## src/rtl/data_mem_pkg.sv

```systemverilog
// Shared types and default widths for the synchronous data memory.
package data_mem_pkg;

  // Controller states: zeroing the array after reset, or serving requests.
  typedef enum logic [0:0] {
    ST_CLEAR = 1'b0,
    ST_READY = 1'b1
  } state_e;

  localparam int DATA_W_DEF = 8;
  localparam int ADDR_W_DEF = 8;

endpackage

```

## src/rtl/data_mem_array.sv

```systemverilog
// DEPTH x DATA_W storage with one synchronous write port and one registered
// read port. The read register returns zero when no read is enabled, so the
// top can drive its response data straight from it.
module data_mem_array
  import data_mem_pkg::*;
#(
  parameter int DATA_W = DATA_W_DEF,
  parameter int ADDR_W = ADDR_W_DEF,
  parameter int DEPTH  = 256
) (
  input  logic              clk,
  input  logic              rst_n,
  input  logic              we,
  input  logic [ADDR_W-1:0] waddr,
  input  logic [DATA_W-1:0] wdata,
  input  logic              re,
  input  logic [ADDR_W-1:0] raddr,
  output logic [DATA_W-1:0] rdata
);

  // Index width covers DEPTH; callers only present in-range addresses.
  localparam int IDX_W = (DEPTH > 1) ? $clog2(DEPTH) : 1;

  logic [DATA_W-1:0] mem_r [DEPTH];
  logic [DATA_W-1:0] rdata_r;
  logic [IDX_W-1:0]  widx_s;
  logic [IDX_W-1:0]  ridx_s;

  assign widx_s = waddr[IDX_W-1:0];
  assign ridx_s = raddr[IDX_W-1:0];
  assign rdata  = rdata_r;

  // Write port: storage has no reset, the top's clear sequence zeroes it.
  always_ff @(posedge clk) begin
    if (we) begin
      mem_r[widx_s] <= wdata;
    end
  end

  // Read port: registered data, zero whenever no read was accepted.
  always_ff @(posedge clk) begin
    if (!rst_n) begin
      rdata_r <= {DATA_W{1'b0}};
    end else if (re) begin
      rdata_r <= mem_r[ridx_s];
    end else begin
      rdata_r <= {DATA_W{1'b0}};
    end
  end

endmodule

```

## src/rtl/data_mem_sync.sv

```systemverilog
// Synchronous data memory behind a valid/ready request port. Responses come
// one cycle after acceptance; an optional clear sequence zeroes every word
// after reset before any request is taken.
module data_mem_sync
  import data_mem_pkg::*;
#(
  parameter int DATA_W         = DATA_W_DEF,
  parameter int ADDR_W         = ADDR_W_DEF,
  parameter int DEPTH          = 256,
  parameter int CLEAR_ON_RESET = 1
) (
  input  logic              clk,
  input  logic              rst_n,
  input  logic              req_valid,
  output logic              req_ready,
  input  logic              req_wr,
  input  logic [ADDR_W-1:0] req_addr,
  input  logic [DATA_W-1:0] req_wdata,
  output logic              rsp_valid,
  output logic [DATA_W-1:0] rsp_rdata,
  output logic              rsp_err,
  output logic              busy
);

  // One extra counter bit so DEPTH = 2^ADDR_W compares without wrapping.
  localparam logic [ADDR_W:0] DEPTH_C = (ADDR_W+1)'(DEPTH);
  localparam logic [ADDR_W:0] LAST_C  = (ADDR_W+1)'(DEPTH - 1);
  localparam logic [ADDR_W:0] ONE_C   = (ADDR_W+1)'(1);
  localparam state_e          INIT_ST = (CLEAR_ON_RESET != 0) ? ST_CLEAR : ST_READY;

  state_e            state_r;
  logic [ADDR_W:0]   clr_cnt_r;
  logic              rsp_valid_r;
  logic              rsp_err_r;
  logic              accept_s;
  logic              in_range_s;
  logic              mem_we_s;
  logic [ADDR_W-1:0] mem_waddr_s;
  logic [DATA_W-1:0] mem_wdata_s;
  logic              mem_re_s;
  logic [DATA_W-1:0] mem_rdata_s;

  assign req_ready  = (state_r == ST_READY);
  assign busy       = (state_r == ST_CLEAR);
  assign accept_s   = req_valid && req_ready;
  assign in_range_s = ({1'b0, req_addr} < DEPTH_C);

  assign rsp_valid  = rsp_valid_r;
  assign rsp_err    = rsp_err_r;
  assign rsp_rdata  = mem_rdata_s;

  // Write-port mux: clear counter during CLEAR, accepted in-range writes otherwise.
  always_comb begin
    mem_we_s    = 1'b0;
    mem_waddr_s = req_addr;
    mem_wdata_s = req_wdata;
    mem_re_s    = 1'b0;
    if (state_r == ST_CLEAR) begin
      mem_we_s    = rst_n;
      mem_waddr_s = clr_cnt_r[ADDR_W-1:0];
      mem_wdata_s = {DATA_W{1'b0}};
    end else begin
      mem_we_s = rst_n && accept_s && req_wr && in_range_s;
      mem_re_s = accept_s && !req_wr && in_range_s;
    end
  end

  // Controller: clear sequencing, then one-cycle response pulses per request.
  always_ff @(posedge clk) begin
    if (!rst_n) begin
      state_r     <= INIT_ST;
      clr_cnt_r   <= {(ADDR_W+1){1'b0}};
      rsp_valid_r <= 1'b0;
      rsp_err_r   <= 1'b0;
    end else begin
      case (state_r)
        ST_CLEAR: begin
          clr_cnt_r   <= clr_cnt_r + ONE_C;
          rsp_valid_r <= 1'b0;
          rsp_err_r   <= 1'b0;
          if (clr_cnt_r == LAST_C) begin
            state_r <= ST_READY;
          end else begin
            state_r <= ST_CLEAR;
          end
        end
        ST_READY: begin
          state_r     <= ST_READY;
          clr_cnt_r   <= clr_cnt_r;
          rsp_valid_r <= accept_s;
          rsp_err_r   <= accept_s && !in_range_s;
        end
        default: begin
          state_r     <= INIT_ST;
          clr_cnt_r   <= {(ADDR_W+1){1'b0}};
          rsp_valid_r <= 1'b0;
          rsp_err_r   <= 1'b0;
        end
      endcase
    end
  end

  data_mem_array #(
    .DATA_W (DATA_W),
    .ADDR_W (ADDR_W),
    .DEPTH  (DEPTH)
  ) u_array (
    .clk   (clk),
    .rst_n (rst_n),
    .we    (mem_we_s),
    .waddr (mem_waddr_s),
    .wdata (mem_wdata_s),
    .re    (mem_re_s),
    .raddr (req_addr),
    .rdata (mem_rdata_s)
  );

endmodule

```

## config.mk

```make
export PLATFORM = sky130hd
export DESIGN_NAME = data_mem_sync
export DESIGN_NICKNAME = d
export VERILOG_FILES = /design/src/rtl/data_mem_pkg.sv /design/src/rtl/data_mem_array.sv /design/src/rtl/data_mem_sync.sv
export SDC_FILE = /design/constraint.sdc
export NUM_CORES = 2
export LEC_CHECK = 0
export CAP_MARGIN = 20
export CORE_ASPECT_RATIO = 1.4
export CORE_MARGIN = 5
export CORE_UTILIZATION = 50
export CTS_BUF_LIST = sky130_fd_sc_hd__clkbuf_2
export DETAILED_ROUTE_END_ITERATION = 7
export HOLD_SLACK_MARGIN = 0.12
export PLACE_DENSITY = 0.67
export SLEW_MARGIN = 40
export SYNTH_ARGS = -nofsm -noshare
export SYNTH_HDL_FRONTEND = slang
export SYNTH_SLANG_ARGS = --single-unit
```

## constraint.sdc

```tcl
create_clock -name clk -period 6.2 [get_ports clk]
set_input_delay 1.24 -clock clk [delete_from_list [all_inputs] [get_ports clk]]
set_output_delay 1.24 -clock clk [all_outputs]
set_load 0.02 [all_outputs]
```

==> reports/results.tsv <==
metric	value	unit
Post-synth EDFFs	2048	
starting density of the core	50.3	%
Overall Global Routing Usage	25.9	%
top cells by area in the synthesized netlist	sky130_fd_sc_hd__edfxtp_1 75%, sky130_fd_sc_hd__mux4_2 9.5%, sky130_fd_sc_hd__mux2i_1 3.1%, sky130_fd_sc_hd__nor2_1 1.5%, sky130_fd_sc_hd__mux4_1 1.3%	
clock tree from TritonCTS	built	
worst slew pin tran	1210	ps
share of flip-flops with an asynchronous set or reset	0	%
Synth Flop Type	sky130_fd_sc_hd__edfxtp_1	
master cell of the clock root buffer	sky130_fd_sc_hd__clkbuf_2	
Post-Synthesis Mean Instance Area	19.8	sq um
Setup Fix Bufs, Post-CTS	0	
via count of the first global-routing pass	44255	
highest ir drop seen on vdd	0.200	mV
netlist area before placement	81700	sq um
total power density per cell area	275	nW/um^2
worst setup slack after layout	978	ps
dpl ws	1050	ps
cell taking the most area after synthesis	sky130_fd_sc_hd__edfxtp_1	
Ys Warns	0	
Largest delay share family, worst path	buffers and inverters	
max-slew violation count	0	
fill cell instance count of the final layout	12616	
global routing usage on met1	31.2	%
status	finished, final reports clean	
Final Hold Vio Count	0	
Max Clk Rate	191	MHz
clock-pin slew reported for the worst setup and hold paths after clock tree synthesis	120	ps
worst path buffer plus inverter count	2	
number of buffers inserted during clock tree synthesis	460	
post-synthesis to final-layout area growth	8.32	%
number of storage elements in the synthesis netlist	2067	
GR peak layer	met2	
global placer's final weighted congestion	0.957	
buffer depth of the longest clock path	4	
Num Clock Sinks	2067	
register area share after synthesis	75.7	%
crit-path max cell delay	830	ps
data arrival time of the critical path	3980	ps
total via count after detailed routing	43807	
Net Count, Synth	4140	
final setup violation count	0	
endpoint kind of the worst setup timing path	primary output	
category of the most critical setup path	reg -> out	
aggregate routed wire length	223000	microns
post-synthesis instance total	4118	
fin crit share	84.2	%
Crit Path Max Fanout	12	
Avg Vias per Cell	6.30	
Non-Filler Cell Area, Final	88500	sq um
placed inst area	84100	sq um
met3 global-route usage	6.76	%
critical path required time	4960	ps
Crit-path slowest cell	sky130_fd_sc_hd__dfxtp_1	
static leakage power	25.5	nW
Core Region	162000	sq um
most frequent cell after synthesis	sky130_fd_sc_hd__edfxtp_1	
cells traversed along the worst timing path	inv_1, clkdlybuf4s50_1	
worst-skew pair later-pin latency	1910	ps
routed wirelength normalized by instance count	32.1	microns
Final Total Pwr	24.3	mW
M2 GR Usage	42.1	%
Starting DRT DRC Count	5099	
full die area	172000	sq um
most common library cells after synthesis	2048 x sky130_fd_sc_hd__edfxtp_1, 343 x sky130_fd_sc_hd__mux4_2, 322 x sky130_fd_sc_hd__nor2_1	
Final #Nets	4507	
remaining design rule violation count	0	
maxcap violations	0	
clock skew	257	ps
H-tree depth	5	
wire length of the first global-routing pass	315000	microns
total of buffers placed on input and output ports	30	
count of nets left with antenna violations after detail routing	0	
Relative slew margins	19.6	%
total overflow reported by the global router	0	
area fraction of the dominant cell type after synthesis	75.3	%
die boundary width	352	microns
number of optimization iterations in the first detailed-route pass	6	
share of post-route cells with drive strength above 1	27.1	%
maximum number of pins on one net before global-route repair	193	
Die Height	488	microns
clock period minus worst slack	5220	ps
Core Rows	175	
Hold Crit Class	in -> reg	
initial antenna violation count	3	
count of distinct cell types in the synthesized netlist	82	
summed negative setup slack over all endpoints	0	ps
HPWL after detailed placement	142000	microns
sort of element at the start of the critical path	flip-flop	
RSZ-0062 raised after global routing	no	
number of placed I/O pins	32	
worst paths after layout:
path / from / endpoint / slack [ps] / cells after the start
max: req_ready / busy / 980 / 2
min: req_wdata[4] / u_array.mem_r[86][4] / 340 / 2
max reg2reg: req_ready / u_array.mem_r[224][6] / 1830 / 5
min reg2reg: clr_cnt_r[8] / clr_cnt_r[8] / 590 / 3
logic make-up after synthesis:
group | synth area share (%)
AO/OA/AOI/OAI | 3.63
XOR/XNOR | 0.0643
adder cells (fa/ha/maj) | 0.0306
buffers and inverters | 2.45
flip-flops | 75.7
multiplexers | 14.1
other | 0.00459
AND/OR/NAND/NOR | 4.01
per-stage QoR:
| stage | hold slack [ps] | instances | util, % |
|---|---|---|---|
| final | 341 | 6955 | 54.5 |
| after global routing | 228 | 6953 | 54.5 |
| after floorplan | 528 | 4118 | - |
| after CTS | 122 | 6947 | 54.3 |
| after detailed placement | 563 | 6139 | 51.8 |
| after global placement | 553 | 6136 | 51.7 |
timing repair:
action	4_1_cts	5_1_grt
gates resized for setup	0	0
hold endpoints to repair	18	0
endpoints found under the setup margin	0	0
hold buffers	3	0
routing by layer:
layer / share of wire [%] / up-vias
li1: - / 18078
met1: 34 / 22436
met2: 49 / 2641
met3: 9.7 / 650
met4: 6.9 / 2
met5: 0.0058 / -
flip-flops by register name, summed over array words and instances, names as in the netlist:
signal and flops:
clr_cnt_r 9, rsp_valid 1, u_array.mem_r 2048, u_array.rdata 8
req_ready 1
layout make-up:
type	count	area, sq um	area share, %
Tap cell	2124	2660	3.00
Timing Repair Buffer	167	1710	1.93
Sequential cell	2067	61900	69.9
Inverter	6	25.0	0.0283
Clock inverter	145	792	0.895
Antenna cell	3	7.51	0.00848
Clock buffer	660	3300	3.73
Multi-Input combinational cell	1783	18100	20.5
layout by cell type (no fill, tap or decap), types with 57 or more instances in the layout:
| cell | instances |
|---|---|
| sky130_fd_sc_hd__mux2i_1 | 256 |
| sky130_fd_sc_hd__o22ai_1 | 65 |
| sky130_fd_sc_hd__mux4_2 | 343 |
| sky130_fd_sc_hd__nand2_1 | 94 |
| sky130_fd_sc_hd__clkinv_1 | 111 |
| sky130_fd_sc_hd__edfxtp_1 | 2048 |
| sky130_fd_sc_hd__nor2_1 | 265 |
| sky130_fd_sc_hd__nor3_1 | 77 |
| sky130_fd_sc_hd__buf_4 | 107 |
| sky130_fd_sc_hd__o221ai_1 | 77 |
| sky130_fd_sc_hd__clkbuf_2 | 660 |
| sky130_fd_sc_hd__nor2_2 | 57 |
| sky130_fd_sc_hd__a21oi_1 | 61 |
worst reg2reg max path: cells and delay by family (launching register included):
family / cells / cell delay, ps
DFF: 1 / 830
buffers and inverters: 2 / 1060
and+or+nand+nor: 2 / 1180
AOI/OAI and AO/OA: 1 / 760
report_power, final:
part | internal [mW] | switching, mW
Sequential | 15.1 | 0.00541
Combinational | 0.318 | 0.622
Clock | 3.18 | 5.09
(Power assumes the default switching activity.)
